`src/rtl/prog_clk_div_if.sv`:
```
`default_nettype none
// ============================================================================
// Module   : prog_clk_div_if
// Brief    : Control/status bundle of the programmable clock divider.
// Revision : 1.0 - initial release
// ============================================================================
interface prog_clk_div_if #(
    parameter int DIV_WID = 16
);
    logic               i_ce;
    logic [DIV_WID-1:0] i_div;
    logic               i_div_load;
    logic               o_clk;
    logic               o_rise_stb;
    logic               o_fall_stb;
    logic [DIV_WID-1:0] o_div;
    logic               o_pend;
    logic               o_err;

    modport master (
        output i_ce, i_div, i_div_load,
        input  o_clk, o_rise_stb, o_fall_stb, o_div, o_pend, o_err
    );

    modport slave (
        input  i_ce, i_div, i_div_load,
        output o_clk, o_rise_stb, o_fall_stb, o_div, o_pend, o_err
    );
endinterface
`default_nettype wire

```
`src/rtl/prog_clk_div.sv`:
```
`default_nettype none
// ============================================================================
// Module   : prog_clk_div
// Brief    : Runtime-programmable integer clock divider with edge strobes.
// Revision : 1.0 - initial release
// ============================================================================
module prog_clk_div #(
    parameter int DIV_WID     = 16,
    parameter int DEFAULT_DIV = 8
) (
    input  logic          i_clk,
    input  logic          i_rstn,
    prog_clk_div_if.slave bus
);
    localparam logic [DIV_WID-1:0] c_DEFAULT_DIV = DIV_WID'(DEFAULT_DIV);
    localparam logic [1:0] c_ST_RESET = 2'd0;
    localparam logic [1:0] c_ST_RUN   = 2'd1;
    localparam logic [1:0] c_ST_IDLE  = 2'd2;

    logic [1:0]         r_state;
    logic [1:0]         w_state_next;
    logic [DIV_WID-1:0] r_cnt;
    logic [DIV_WID-1:0] r_div;
    logic [DIV_WID-1:0] r_pend_div;
    logic               r_pend;
    logic               r_clk;
    logic               r_rise;
    logic               r_fall;
    logic               r_err;

    logic               w_count;
    logic               w_apply;
    logic [DIV_WID-1:0] w_cnt_next;
    logic [DIV_WID-1:0] w_half;
    logic               w_last;
    logic               w_div_ok;
    logic               w_load_ok;
    logic               w_load_bad;

    assign w_half     = r_div >> 1;
    assign w_last     = (r_cnt == (r_div - DIV_WID'(1)));
    assign w_div_ok   = (bus.i_div >= DIV_WID'(2));
    assign w_load_ok  = bus.i_div_load & w_div_ok;
    assign w_load_bad = bus.i_div_load & ~w_div_ok;

    always_ff @(posedge i_clk) begin
        if (!i_rstn) begin
            r_state <= c_ST_RESET;
        end else begin
            r_state <= w_state_next;
        end
    end

    always_comb begin
        w_state_next = r_state;
        case (r_state)
            c_ST_RESET: w_state_next = bus.i_ce ? c_ST_RUN : c_ST_RESET;
            c_ST_RUN:   w_state_next = bus.i_ce ? c_ST_RUN : c_ST_IDLE;
            c_ST_IDLE:  w_state_next = bus.i_ce ? c_ST_RUN : c_ST_IDLE;
            default:    w_state_next = c_ST_RESET;
        endcase
    end

    // Counting happens only on edges that stay in RUN; the edge leaving
    // RESET/IDLE holds everything, and a new divisor lands only on a wrap
    // or while parked at the start of a period.
    always_comb begin
        w_count    = 1'b0;
        w_apply    = 1'b0;
        w_cnt_next = r_cnt;
        case (r_state)
            c_ST_RUN: begin
                if (bus.i_ce) begin
                    w_count    = 1'b1;
                    w_cnt_next = w_last ? '0 : r_cnt + DIV_WID'(1);
                    w_apply    = w_last & r_pend;
                end
            end
            c_ST_RESET: w_apply = r_pend;
            c_ST_IDLE:  w_apply = r_pend & (r_cnt == '0);
            default:    w_apply = 1'b0;
        endcase
    end

    always_ff @(posedge i_clk) begin
        if (!i_rstn) begin
            r_cnt      <= '0;
            r_clk      <= 1'b0;
            r_rise     <= 1'b0;
            r_fall     <= 1'b0;
            r_err      <= 1'b0;
            r_div      <= c_DEFAULT_DIV;
            r_pend_div <= '0;
            r_pend     <= 1'b0;
        end else begin
            r_err <= w_load_bad;
            if (w_count) begin
                r_cnt  <= w_cnt_next;
                r_clk  <= (w_cnt_next >= w_half);
                r_rise <= (w_cnt_next == w_half);
                r_fall <= (w_cnt_next == '0);
            end else begin
                r_rise <= 1'b0;
                r_fall <= 1'b0;
            end
            if (w_apply) begin
                r_div <= r_pend_div;
            end
            // A fresh load wins over clearing, so load+apply leaves it pending.
            if (w_load_ok) begin
                r_pend_div <= bus.i_div;
                r_pend     <= 1'b1;
            end else if (w_apply) begin
                r_pend     <= 1'b0;
            end
        end
    end

    assign bus.o_clk      = r_clk;
    assign bus.o_rise_stb = r_rise;
    assign bus.o_fall_stb = r_fall;
    assign bus.o_div      = r_div;
    assign bus.o_pend     = r_pend;
    assign bus.o_err      = r_err;
endmodule
`default_nettype wire

```
`src/flat_wrapper.sv`:
```
// flat-port wrapper written by rule: the top's interface ports become plain ports
module prog_clk_div_flat 
#(
    parameter int DIV_WID     = 16,
    parameter int DEFAULT_DIV = 8
)
  (i_clk, i_rstn, bus_i_ce, bus_i_div, bus_i_div_load, bus_o_clk, bus_o_rise_stb, bus_o_fall_stb, bus_o_div, bus_o_pend, bus_o_err);
  prog_clk_div_if #(.DIV_WID(DIV_WID)) bus_i ();
  input  logic i_clk;
  input  logic i_rstn;
  input wire logic [$bits(bus_i.i_ce)-1:0] bus_i_ce;
  input wire logic [$bits(bus_i.i_div)-1:0] bus_i_div;
  input wire logic [$bits(bus_i.i_div_load)-1:0] bus_i_div_load;
  output wire logic [$bits(bus_i.o_clk)-1:0] bus_o_clk;
  output wire logic [$bits(bus_i.o_rise_stb)-1:0] bus_o_rise_stb;
  output wire logic [$bits(bus_i.o_fall_stb)-1:0] bus_o_fall_stb;
  output wire logic [$bits(bus_i.o_div)-1:0] bus_o_div;
  output wire logic [$bits(bus_i.o_pend)-1:0] bus_o_pend;
  output wire logic [$bits(bus_i.o_err)-1:0] bus_o_err;
  assign bus_i.i_ce = bus_i_ce;
  assign bus_i.i_div = bus_i_div;
  assign bus_i.i_div_load = bus_i_div_load;
  assign bus_o_clk = bus_i.o_clk;
  assign bus_o_rise_stb = bus_i.o_rise_stb;
  assign bus_o_fall_stb = bus_i.o_fall_stb;
  assign bus_o_div = bus_i.o_div;
  assign bus_o_pend = bus_i.o_pend;
  assign bus_o_err = bus_i.o_err;
  prog_clk_div #(.DIV_WID(DIV_WID), .DEFAULT_DIV(DEFAULT_DIV)) u_core (.i_clk(i_clk), .i_rstn(i_rstn), .bus(bus_i));
endmodule
```
`config.mk`:
```
export PLATFORM = sky130hd
export DESIGN_NAME = prog_clk_div_flat
export DESIGN_NICKNAME = d
export VERILOG_FILES = /design/src/rtl/prog_clk_div_if.sv /design/src/rtl/prog_clk_div.sv /design/src/flat_wrapper.sv
export SDC_FILE = /design/constraint.sdc
export NUM_CORES = 1
export LEC_CHECK = 0
export ABC_AREA = 1
export CAP_MARGIN = 10
export CORE_MARGIN = 2
export CORE_UTILIZATION = 57
export DETAILED_ROUTE_END_ITERATION = 16
export PLACE_DENSITY = 0.9
export SETUP_SLACK_MARGIN = 0.05
export SLEW_MARGIN = 5
export SYNTH_ARGS = -nofsm -noshare
export SYNTH_HDL_FRONTEND = slang
export SYNTH_SLANG_ARGS = --single-unit
export TNS_END_PERCENT = 10
```
`constraint.sdc`:
```
create_clock -name i_clk -period 4.3 [get_ports i_clk]
set_clock_uncertainty 0.2 [all_clocks]
set_input_delay 0.86 -clock i_clk [delete_from_list [all_inputs] [get_ports i_clk]]
set_output_delay 0.86 -clock i_clk [all_outputs]
set_load 0.01 [all_outputs]
```
* After elaboration in Yosys (flattened, before gate mapping)
Index checks and enable logic that the tools add are counted.
** Cells by class
- Bitwise operators :: 5
- Divide/modulo/power cells :: 0
- Magnitude comparators :: 2
- Add/sub/neg operators :: 2
- Eq/ne operators :: 4
- Reduce and logical (&&, ||, !) cells :: 6
- Shifts and indexed selects :: 0
- Multiplexer cells :: 12
- Multiply operators :: 0
** Operators with widths (count)
- two-way mux 16 bit :: 3
- logical NOT 16 bit :: 2
- adder 16 x 1 -> 16 bit, second input constant :: 1
- equality test 16 x 15 -> 1 bit :: 1
- equality test 16 bit :: 1
- >= comparator 16 x 15 -> 1 bit :: 1
- >= comparator 16 x 2 -> 1 bit, second input constant :: 1
- subtractor 16 x 1 -> 16 bit, second input constant :: 1
- two-way mux 1 bit :: 6
- AND 1 bit :: 4
- case mux 2 bit (2 select lines) :: 1
- case mux 1 bit (3 select lines) :: 1
- equality test 2 x 1 -> 1 bit, second input constant :: 1
- equality test 2 bit, second input constant :: 1
- logical NOT 2 bit :: 1
- two-way mux 2 bit :: 1
- AND reduction 2 bit :: 1
- nonzero test 2 bit :: 1
- OR reduction 2 bit :: 1
- inverter 1 bit :: 1
** Word-level totals
- Output and inout port bits :: 21
- Input port bits :: 20
- Memories :: 0
- Bits in registers :: 55
- Memory bits (writable) :: 0
- Latch bits :: 0
- ROM bits :: 0

* Depth between registers and ports, before layout
Gate-level depths: netlist (run 1).
- Word-level depth :: 7
- Gate-level depth with buffers :: 25
- Depth with buffers taken out :: 25

* Worst setup path before layout (run 1)
OpenSTA, ideal clock, no wires.
- Path type :: reg-to-reg
- From :: reg u_core.r_div[0] (netlist: u_core.bus.o_div[0])
- To :: reg u_core.r_clk (netlist: u_core.bus.o_clk)
- Arrival :: 2.765 ns
- Data required time :: 3.983 ns
- Clock period less this slack :: 3.082 ns
- Cell stages (with the launch flop) :: 21
- Setup slack :: 1.218 ns
- Buffers on the path :: 1
- Cell sequence :: dfxtp_1 -> clkinv_1 -> ha_1 -> nand2_1 -> nor2_2 -> nand2_1 -> nand2_1 -> nand2_1 -> inv_1 -> nor3_4 -> nand4_4 -> buf_6 -> nand2_1 -> inv_1 -> ha_1 -> a21oi_1 -> o21ai_0 -> nor3_1 -> nor2_1 -> nor2_1 -> nor2_1
** On the way
- Longest elaborated chain between the ends :: 6
** Ends and longest elaborated chain
- from (decl) :: RTL line prog_clk_div.sv:23 : logic [DIV_WID-1:0] r_div;
- from (signal assigned) :: RTL line prog_clk_div.sv:92 : r_div <= c_DEFAULT_DIV;
- from (signal assigned) :: RTL line prog_clk_div.sv:107 : r_div <= r_pend_div;
- subtractor 16 x 1 -> 16 bit :: RTL line prog_clk_div.sv:41 : assign w_last = (r_cnt == (r_div - DIV_WID'(1)));
- equality test 16 bit :: RTL line prog_clk_div.sv:41
- two-way mux 16 bit :: RTL line prog_clk_div.sv:75 : w_cnt_next = w_last ? '0 : r_cnt + DIV_WID'(1);
- two-way mux 16 bit :: RTL line prog_clk_div.sv:73 : if (bus.i_ce) begin
- two-way mux 16 bit :: RTL line prog_clk_div.sv:71 : case (r_state)
- named net u_core.w_cnt_next[7] :: RTL line prog_clk_div.sv:33 : logic [DIV_WID-1:0] w_cnt_next;
- >= comparator 16 x 15 -> 1 bit :: RTL line prog_clk_div.sv:99 : r_clk <= (w_cnt_next >= w_half);
- to (signal assigned) :: RTL line prog_clk_div.sv:99
- to (decl) :: RTL line prog_clk_div.sv:26 : logic r_clk;
The timed path passes the listed nets, and every way through them passes these cells.
A chain may end at the register's enable or synchronous reset.

* Worst setup path in the final report (run 1)
- From :: in bus_i_ce
- To :: reg u_core.r_clk (netlist: u_core.bus.o_clk)
** On the way
- Longest elaborated chain between the ends :: 3
** Ends and longest elaborated chain
- from (decl) :: RTL line flat_wrapper.sv:11 : input wire logic [$bits(bus_i.i_ce)-1:0] bus_i_ce;
- two-way mux 16 bit :: RTL line prog_clk_div.sv:73
- two-way mux 16 bit :: RTL line prog_clk_div.sv:71
- named net u_core.w_cnt_next[13] :: RTL line prog_clk_div.sv:33
- >= comparator 16 x 15 -> 1 bit :: RTL line prog_clk_div.sv:99
The timed path passes the listed nets, and every way through them passes these cells.

==> flow_metrics.tcl, run 1 <==
set metrics [dict create \
    cp-start-kind "input pin" \
    insertion_delay_ps 320 \
    ys_seq_area_share_pct 30.0 \
    ctsHoldBuffers 0 \
    coreArea_um2 6280 \
    cpPeakStageDelay_ps 610 \
    status "complete, no violations" \
    synth_edf_count 0 \
    drt-initial-drc-count 239 \
    hold_viol_final 0 \
    routedWlPerCell_um 13.4 \
    powerDensity_nw_per_um2 279 \
    setup_viol_count_final 0 \
    ys_ff_latch 55 \
    rr_endpoint "u_core.bus.o_clk$_SDFFE_PN0P_" \
    num_antenna_cells 0 \
    placedCellCount 686 \
    crit_cells 19 \
    crit_top_cell "nor2_1" \
    crit_path_max_fanout 7 \
    rsz0062_at_grt "no" \
    dieArea_um2 7090 \
    crit_arrival_ps 3560 \
    timing.rr.start "u_core.bus.o_div[1]$_SDFFE_PN0P_" \
    syn_inst 577 \
    nets 658 \
    leakagePower_nw 2.14 \
    synthesis.nets 619 \
    synthFlopType "dfxtp_1" \
    cts-root-buf "clkbuf_8" \
    cts_sinks 55 \
    period_share_pct 82.4 \
    area_growth_pct 14.8 \
    hpwl_mm 7.59 \
    hold_path_class "register to register" \
    post-cts-setup-buffer-count 0 \
    rr_worst_depth 25 \
    ios 41 \
    clockBufferDepth 2 \
    viasPerCell 5.30 \
    critPathKind "input pin to register" \
    crit_path_top_delay_cell "clkdlybuf4s50_1" \
    wl_mm 9.30 \
    max_slew_margin_pct 54.1 \
    cp_top_family "simple AND/OR/NAND/NOR gates" \
    synthTopCellsByArea "dfxtp_1 (30%), nand2_1 (14%), nor2_1 (9.8%)" \
    gp_congestion 0.929 \
    overflow 0 \
    netlist.area_leader.share_pct 30.0 \
    cts_tree "done" \
    grt_first_pass_wirelength_mm 15.5 \
    synth.most_common_cell "nand2_1" \
    yosysUniqueCellTypes 33 \
    finalWorstSetupSlack_ps 757 \
    ant_nets 0 \
    row_count 29 \
    hold_end "u_core.bus.o_pend$_SDFFE_PN0P_" \
    fin_tns_setup_ps 0 \
    end_kind "register" \
    hold_depth 2 \
    grt_max_degree 37 \
    syn_area_um2 3670 \
    cts_buffers 5 \
    cts_resized 0 \
    start_util_pct 58.4 \
    vdd_drop_max_uv 197 \
    async_flop_share_pct 0 \
    layout-drive-gt1-share_pct 5.19 \
    yosys_warnings 0 \
    cp_cell_sequence "clkdlybuf4s50_1, nand2_1, nor2_1, nand4_1, nor2_1, nand3_1, nor2_1, nand2_1, nand2_1, inv_1, nand2_1, inv_1, ha_1, a21oi_1, o21bai_1, nor2_1, nand2_1, nor2_1, nor2_1" \
    final_max_slew_viol_count 0 \
    p_total_w 0.00118 \
    die_w_um 84.2 \
    port_buffers 40 \
    fmax_mhz 282 \
    grt.total_usage_pct 27.0 \
    period_needed_ps 3540 \
    path_clk_slew_ps 110 \
    instances_no_fill 694 \
    path_buf_inv 3 \
    hold_ws_ps 290 \
    drc 0 \
    maxCapViolCount 0 \
    synth_area_per_cell_um2 6.36 \
    required_ps 4320 \
    synth_common_cells "nand2_1 (139), nor2_1 (96), inv_1 (83)" \
    drt_first_pass_iters 4 \
    place_ws_ps 454 \
    r2r_slack_ps 770 \
    min_from "u_core.bus.o_pend$_SDFFE_PN0P_" \
    grt_pass1_vias 3444 \
    htree_levels 2 \
    antenna_found_initial 0 \
    via_count 3679 \
    tightest_slew_ps 687 \
    yosysTopAreaCell "dfxtp_1" \
    die_h_um 84.2 \
]
==> cell usage in the layout (no fill, tap or decap), types with 2 or more instances in the layout <==
cell             synthesis  routed
a41oi_1                  2       2
and3_1                   2       2
ha_1                    22      22
nand2_2                  2       2
a21oi_2                  2       2
clkdlybuf4s50_1          0      40
dfxtp_1                 55      55
nor2_4                   2       2
nand2_1                139     139
clkbuf_8                 0       5
nand3b_1                 2       2
o21ai_1                 13      13
xnor2_1                  3       3
a21oi_1                 26      26
clkinv_1                 2       2
nor3_1                   6       6
inv_1                   83      83
nand3_1                 30      30
inv_2                    3       3
nor2_2                   5       5
buf_4                    0       4
nor4_1                   6       6
o21ai_2                  2       2
o21ai_0                 32      32
nor2_1                  96      96
xor2_1                  14      14
nand4_1                  9       9
inv_6                    0       2
==> power breakdown <==
part / internal [W] / switching, W
Sequential: 0.000536 / 0.0000285
Clock: 0.000118 / 0.000181
Combinational: 0.000123 / 0.000189
Total: 0.000778 / 0.000399
==> worst register-to-register path, cell delays in order, from the launching register on <==
cell and delay (ps):
dfxtp_1 420, inv_1 80, ha_1 290, inv_1 60
nand2_1 40, nand2_1 100, nand2_1 60, inv_1 60
nand2_1 40, nor2_1 140, nand3_1 90, nor2_1 100
nand3_1 80, nor2_1 210, nand2_1 90, a21oi_1 320
inv_1 90, ha_1 280, nand2_1 70, inv_1 50
nand3_1 60, nor2_1 50, nor3_1 240, nor2_1 80
nor2_1 110, nor2_1 50
==> registers in the layout, indices dropped and copies added, names as in the netlist <==
| register | flops |
|---|---|
| u_core.r_cnt | 16 |
| u_core.bus.o_clk | 1 |
| u_core.bus.o_fall_stb | 1 |
| u_core.bus.o_pend | 1 |
| u_core.bus.o_rise_stb | 1 |
| u_core.bus.o_div | 16 |
| u_core.r_pend_div | 16 |
| u_core.bus.o_err | 1 |
| u_core.r_state | 2 |
==> area by class of cell <==
cell class                      instances  area [um^2]
Inverter                               88          330
Multi-Input combinational cell        422         2160
Timing Repair Buffer                   44          430
Tap cell                               77         96.3
Clock inverter                          3         22.5
Clock buffer                            5         68.8
Fill cell                             582         2070
Sequential cell                        55         1100
==> logic make-up (layout without fill, tap and decap cells) <==
logic type,count (synthesis),count (layout),synth area share [%]
fa+ha+maj,22,22,7.50
xor+xnor,17,17,4.06
flops,55,55,30.0
compound gates,79,79,11.7
simple gates,304,304,35.7
buf+inv,100,140,11.1
==> routing by layer <==
metal	part of all wire [%]	vias to the layer above	global-route usage (%)
met4	3.6	0	11.7
li1	-	1904	-
met1	45	1644	34.2
met5	0	-	0
met2	47	101	45.7
met3	4.9	30	3.74
==> how the worst max path moves through the flow <==
| stage | start | to | slack [ps] |
|---|---|---|---|
| 2_1_floorplan | u_core.bus.o_div[0]$_SDFFE_PN0P_ | u_core.bus.o_clk$_SDFFE_PN0P_ | 1220 |
| 3_3_place_gp | bus_i_ce | u_core.bus.o_clk$_SDFFE_PN0P_ | 570 |
| 3_5_place_dp | bus_i_ce | u_core.bus.o_clk$_SDFFE_PN0P_ | 450 |
| 4_1_cts | bus_i_ce | u_core.bus.o_clk$_SDFFE_PN0P_ | 790 |
| 5_1_grt | u_core.bus.o_div[1]$_SDFFE_PN0P_ | u_core.bus.o_clk$_SDFFE_PN0P_ | 460 |
| 6_report | bus_i_ce | u_core.bus.o_clk$_SDFFE_PN0P_ | 760 |
==> metrics by stage <==
| step | area (um^2) | util, % |
|---|---|---|
| 3_5_place_dp | 4120 | 65.6 |
| 3_3_place_gp | 4120 | 65.6 |
| 6_report | 4210 | 67.1 |
| 5_1_grt | 4210 | 67.1 |
| 2_1_floorplan | 3670 | - |
| 4_1_cts | 4210 | 67.1 |
Power figures use the tool's default switching activity.
==> inputs of run 2 (changes only) <==
==> constraint.sdc (replaced) <==
create_clock -name i_clk -period 3.7 [get_ports i_clk]
set_clock_uncertainty 0.2 [all_clocks]
set_input_delay 0.74 -clock i_clk [delete_from_list [all_inputs] [get_ports i_clk]]
set_output_delay 0.74 -clock i_clk [all_outputs]
set_load 0.01 [all_outputs]
==> flow_metrics.tcl, run 2 (synthesis gave the netlist of run 1 again) <==
set metrics [dict create \
    crit_top_cell "nand2_1" \
    switchingPower_w 0.000460 \
    cts_buffers 5 \
    max_slew_margin_pct 62.0 \
    final_max_slew_viol_count 0 \
    layout-drive-gt1-share_pct 7.17 \
    drt_first_pass_iters 5 \
    setup_viol_count_final 0 \
    wl_mm 9.77 \
    status "complete, no violations" \
    dieArea_um2 7090 \
    combPwrFrac_pct 26.3 \
    cts_tree "done" \
    grt_pass1_vias 3478 \
    hold_ws_ps 286 \
    start_util_pct 58.4 \
    drc 0 \
    n_fill_cell 540 \
    row_count 29 \
    clockBufferDepth 2 \
    grt_max_degree 37 \
    cts-root-buf "clkbuf_8" \
    cts_sinks 55 \
    hpwl_mm 7.78 \
    nets 670 \
    hold_viol_final 0 \
    final_area_um2 4330 \
    final_util_pct 69.0 \
    grt_first_pass_wirelength_mm 16.0 \
    die_h_um 84.2 \
    viasPerCell 5.37 \
    fin_tns_setup_ps 0 \
    p_int_w 0.000970 \
    ios 41 \
    end_kind "register" \
    leakagePower_nw 2.20 \
    seq_area_um2 1100 \
    clockPowerShare_pct 27.9 \
    insertion_delay_ps 320 \
    tightest_slew_ps 568 \
    period_share_pct 92.7 \
    drt-initial-drc-count 252 \
    critPathKind "register to register" \
    powerDensity_nw_per_um2 330 \
    overflow 0 \
    crit_path_top_delay_cell "dfxtp_1" \
    cpPeakStageDelay_ps 360 \
    cp_cell_sequence "inv_1, ha_1, nand3_2, nor2_4, nand2_1, nand2_1, nand2_1, nor3_4, nand4_4, nand2_1, inv_1, ha_1, a21oi_1, o21ai_0, nor3_1, nor2_1, nor2_1, nor2_1" \
    area_growth_pct 18.0 \
    path_clk_slew_ps 100 \
    coreArea_um2 6280 \
    ctsHoldBuffers 0 \
    p_seq_share_pct 45.9 \
    num_antenna_cells 0 \
    gp_congestion 0.953 \
    multi_input_area_um2 2180 \
    fmax_mhz 292 \
    cp-start-kind "register" \
    die_w_um 84.2 \
    vdd_drop_max_uv 308 \
    antenna_found_initial 0 \
    place_area_um2 4160 \
    mostFrequentLayoutCell "nand2_1" \
    crit_arrival_ps 3440 \
    final_cell_mix "nand2_1 (139), nor2_1 (96), inv_1 (83)" \
    required_ps 3710 \
    maxCapViolCount 0 \
    period_needed_ps 3430 \
    hold_path_class "register to register" \
    htree_levels 2 \
    rsz0062_at_grt "no" \
    netSwitchingFraction_pct 32.2 \
    grt.total_usage_pct 27.7 \
    port_buffers 40 \
    via_count 3787 \
    ant_nets 0 \
    crit_path_max_fanout 14 \
    routedWlPerCell_um 13.9 \
]
## run 2: changes by cell type in the layout (fill, tap and decap cells not counted), sizes merged
| cell | previous run | this run |
|---|---|---|
| buf | 4 | 16 |
| bufinv | 0 | 1 |
| clkinv | 3 | 2 |
| clkinvlp | 0 | 1 |
| inv | 88 | 86 |
## run 2: area by class of cell
| class | count | area share [%] |
|---|---|---|
| Timing Repair Buffer | 56 | 12.0 |
| Tap cell | 77 | 2.22 |
| Clock buffer | 5 | 1.59 |
| Sequential cell | 55 | 25.4 |
| Clock inverter | 2 | 0.867 |
| Multi-Input combinational cell | 422 | 50.2 |
| Inverter | 88 | 7.63 |
## run 2: power by group through the flow
stage / sequential (W) / combinational [W] / clock [W]
floorplan: 0.000670 / 0.000237 / 0
global placement: 0.000668 / 0.000360 / 0
detailed placement: 0.000669 / 0.000369 / 0
CTS: 0.000655 / 0.000370 / 0.000398
global route: 0.000660 / 0.000421 / 0.000415
finish: 0.000656 / 0.000376 / 0.000398
## run 2: what timing repair did
item	4_1_cts	5_1_grt
setup buffers	0	7
gates resized for setup	0	3
endpoints found under the setup margin	0	1
## run 2: through the flow
stage / worst slack (ps) / power [W] / std cells
4_1_cts: 252 / 0.00142 / 698
2_1_floorplan: 618 / 0.000907 / 577
5_1_grt: 41.2 / 0.00150 / 705
6_report: 272 / 0.00143 / 705
3_3_place_gp: 130 / 0.00103 / 691
3_5_place_dp: 122 / 0.00104 / 691
## run 2: worst max-delay path: cells and delay by family (launching register included)
family	cells	cell delay, ps
and+or+nand+nor	12	1850
AOI/OAI and AO/OA	2	270
DFF	1	360
buffers and inverters	2	130
adders and majority gates	2	520
## run 2: per-layer routing
metal | vias to the layer above | share of wire, % | track usage [%]
met5 | - | 0 | 0
met4 | 0 | 3.0 | 11.3
met3 | 26 | 4.6 | 3.24
met2 | 117 | 48 | 46.3
met1 | 1709 | 44 | 36.5
li1 | 1935 | - | -
## run 2: worst paths after layout
| check | cells past startpoint | slack (ps) | from | to |
|---|---|---|---|---|
| max | 18 | 270 | u_core.bus.o_div[1]$_SDFFE_PN0P_ | u_core.bus.o_clk$_SDFFE_PN0P_ |
| min | 2 | 290 | u_core.r_pend_div[0]$_SDFFE_PN0P_ | u_core.r_pend_div[0]$_SDFFE_PN0P_ |
| max reg2reg | 18 | 270 | u_core.bus.o_div[1]$_SDFFE_PN0P_ | u_core.bus.o_clk$_SDFFE_PN0P_ |
| min reg2reg | 2 | 290 | u_core.r_pend_div[0]$_SDFFE_PN0P_ | u_core.r_pend_div[0]$_SDFFE_PN0P_ |
==> inputs of run 3 (changes only) <==
--- a/config.mk
+++ b/config.mk
@@ -11,7 +11,7 @@
 export CORE_UTILIZATION = 57
 export DETAILED_ROUTE_END_ITERATION = 16
 export PLACE_DENSITY = 0.9
-export SETUP_SLACK_MARGIN = 0.05
+export SETUP_SLACK_MARGIN = 0.2
 export SLEW_MARGIN = 5
 export SYNTH_ARGS = -nofsm -noshare
 export SYNTH_HDL_FRONTEND = slang
==> flow_metrics.tcl, run 3 (synthesis gave the netlist of run 1 again) <==
set metrics [dict create \
    status "complete, no violations" \
    grt_max_degree 37 \
    crit_path_max_fanout 7 \
    grt_pass1_vias 3478 \
    max_slew_margin_pct 62.4 \
    coreArea_um2 6280 \
    nets 677 \
    gp_congestion 0.953 \
    switchingPower_w 0.000484 \
    port_buffers 40 \
    timing.rr.start "u_core.bus.o_div[3]$_SDFFE_PN1P_" \
    cts-root-buf "clkbuf_8" \
    die_w_um 84.2 \
    crit_arrival_ps 3370 \
    rr_worst_depth 18 \
    final_cell_mix "nand2_1 (138), nor2_1 (90), inv_1 (82)" \
    netSwitchingFraction_pct 32.7 \
    fmax_mhz 298 \
    clockPowerShare_pct 26.8 \
    overflow 0 \
    path_clk_slew_ps 90 \
    via_count 3881 \
    dieArea_um2 7090 \
    mostFrequentLayoutCell "nand2_1" \
    antenna_found_initial 0 \
    final_util_pct 71.5 \
    hold_end "u_core.r_pend_div[0]$_SDFFE_PN0P_" \
    combPwrFrac_pct 28.8 \
    fin_tns_setup_ps 0 \
    r2r_slack_ps 340 \
    cp_cell_sequence "nor2_2, nand2_1, nor2_4, nand2_1, nand3_1, nand2_1, nor3_4, buf_4, nand4_4, nand2_1, inv_1, ha_1, nand4_1, a21oi_2, nor3_2, nor2_1, nor2_1, nor2_1" \
    cts_sinks 55 \
    final_max_slew_viol_count 0 \
    rr_endpoint "u_core.bus.o_clk$_SDFFE_PN0P_" \
    period_needed_ps 3360 \
    path_buf_inv 2 \
    vdd_drop_max_uv 307 \
    cp-startpoint "u_core.bus.o_div[3]$_SDFFE_PN1P_" \
    min_from "u_core.r_pend_div[0]$_SDFFE_PN0P_" \
    cp_top_family "simple AND/OR/NAND/NOR gates" \
    required_ps 3710 \
    insertion_delay_ps 320 \
    p_int_w 0.000995 \
    ant_nets 0 \
    cts_buffers 5 \
    critPathKind "register to register" \
    hold_viol_final 0 \
    period_share_pct 90.8 \
    num_antenna_cells 0 \
    maxCapViolCount 0 \
    grt_first_pass_wirelength_mm 16.0 \
    hold_path_class "register to register" \
    wl_mm 10.2 \
    grt.total_usage_pct 27.7 \
    hpwl_mm 7.78 \
    cpPeakStageDelay_ps 410 \
    hold_depth 2 \
    ios 41 \
    cts_tree "done" \
    die_h_um 84.2 \
    crit_path_top_delay_cell "dfxtp_1" \
    setup_viol_count_final 0 \
    area_growth_pct 22.3 \
    clockBufferDepth 2 \
    tightest_slew_ps 562 \
    htree_levels 2 \
    viasPerCell 5.45 \
    leakagePower_nw 2.25 \
    drt_first_pass_iters 5 \
    end_kind "register" \
    row_count 29 \
    crit_top_cell "nand2_1" \
    p_seq_share_pct 44.5 \
    layout-drive-gt1-share_pct 9.92 \
    start_util_pct 58.4 \
    rsz0062_at_grt "no" \
    cp-start-kind "register" \
    ctsHoldBuffers 0 \
    routedWlPerCell_um 14.3 \
    drt-initial-drc-count 301 \
    drc 0 \
    powerDensity_nw_per_um2 330 \
]
[run 3: changes by cell type in the layout (fill, tap and decap cells not counted), sizes merged]
cell,before,now
buf,16,22
nand4,10,11
[run 3: metrics by stage]
step | setup WS [ps] | total power [W] | cells | hold WS, ps | cell area (um^2)
after detailed placement | 122 | 0.00104 | 691 | 270 | 4160
after global routing | 130 | 0.00155 | 712 | 310 | 4490
after global placement | 130 | 0.00103 | 691 | 263 | 4160
final | 341 | 0.00148 | 712 | 288 | 4490
after CTS | 252 | 0.00142 | 698 | 292 | 4260
after floorplan | 618 | 0.000907 | 577 | 248 | 3670
[run 3: timing repair]
item                       CTS  global route
setup endpoints to repair    0             2
setup buffers                0            13
resized for setup            0            24
[run 3: worst reg2reg max path: cells and delay by family (launching register included)]
family	cells	cell delay, ps
buffers and inverters	2	250
AO/OA/AOI/OAI	1	50
flip-flops	1	410
AND/OR/NAND/NOR	14	2040
adder cells (fa/ha/maj)	1	300
[run 3: worst max-delay path by stage]
stage / slack (ps) / cells after the start / end
after floorplan: 620 / 20 / u_core.bus.o_clk$_SDFFE_PN0P_
after global routing: 130 / 18 / u_core.bus.o_clk$_SDFFE_PN0P_
after global placement: 130 / 13 / u_core.bus.o_clk$_SDFFE_PN0P_
final: 340 / 18 / u_core.bus.o_clk$_SDFFE_PN0P_
after detailed placement: 120 / 13 / u_core.bus.o_clk$_SDFFE_PN0P_
after CTS: 250 / 18 / u_core.bus.o_clk$_SDFFE_PN0P_
[run 3: metal layers]
| metal | up-vias | wire length [um] | GRT usage, % |
|---|---|---|---|
| li1 | 1952 | - | - |
| met1 | 1751 | 4410 | 36.5 |
| met2 | 154 | 4850 | 46.3 |
| met3 | 24 | 650 | 3.24 |
| met4 | 0 | 284 | 11.3 |
| met5 | - | 0 | 0 |
[run 3: layout make-up]
class / instances / area, um^2
clock inverters: 2 / 37.5
inverters: 88 / 330
repair buffers: 62 / 578
fillers: 522 / 1790
clock buffers: 5 / 68.8
multi-input cells: 423 / 2270
well taps: 77 / 96.3
flip-flops and latches: 55 / 1100
[run 3: power by group through the flow]
stage	registers, W	clock network (W)	logic, W
floorplan	0.000670	0	0.000237
global placement	0.000668	0	0.000360
CTS	0.000655	0.000398	0.000370
detailed placement	0.000669	0	0.000369
global route	0.000661	0.000415	0.000470
finish	0.000658	0.000396	0.000425
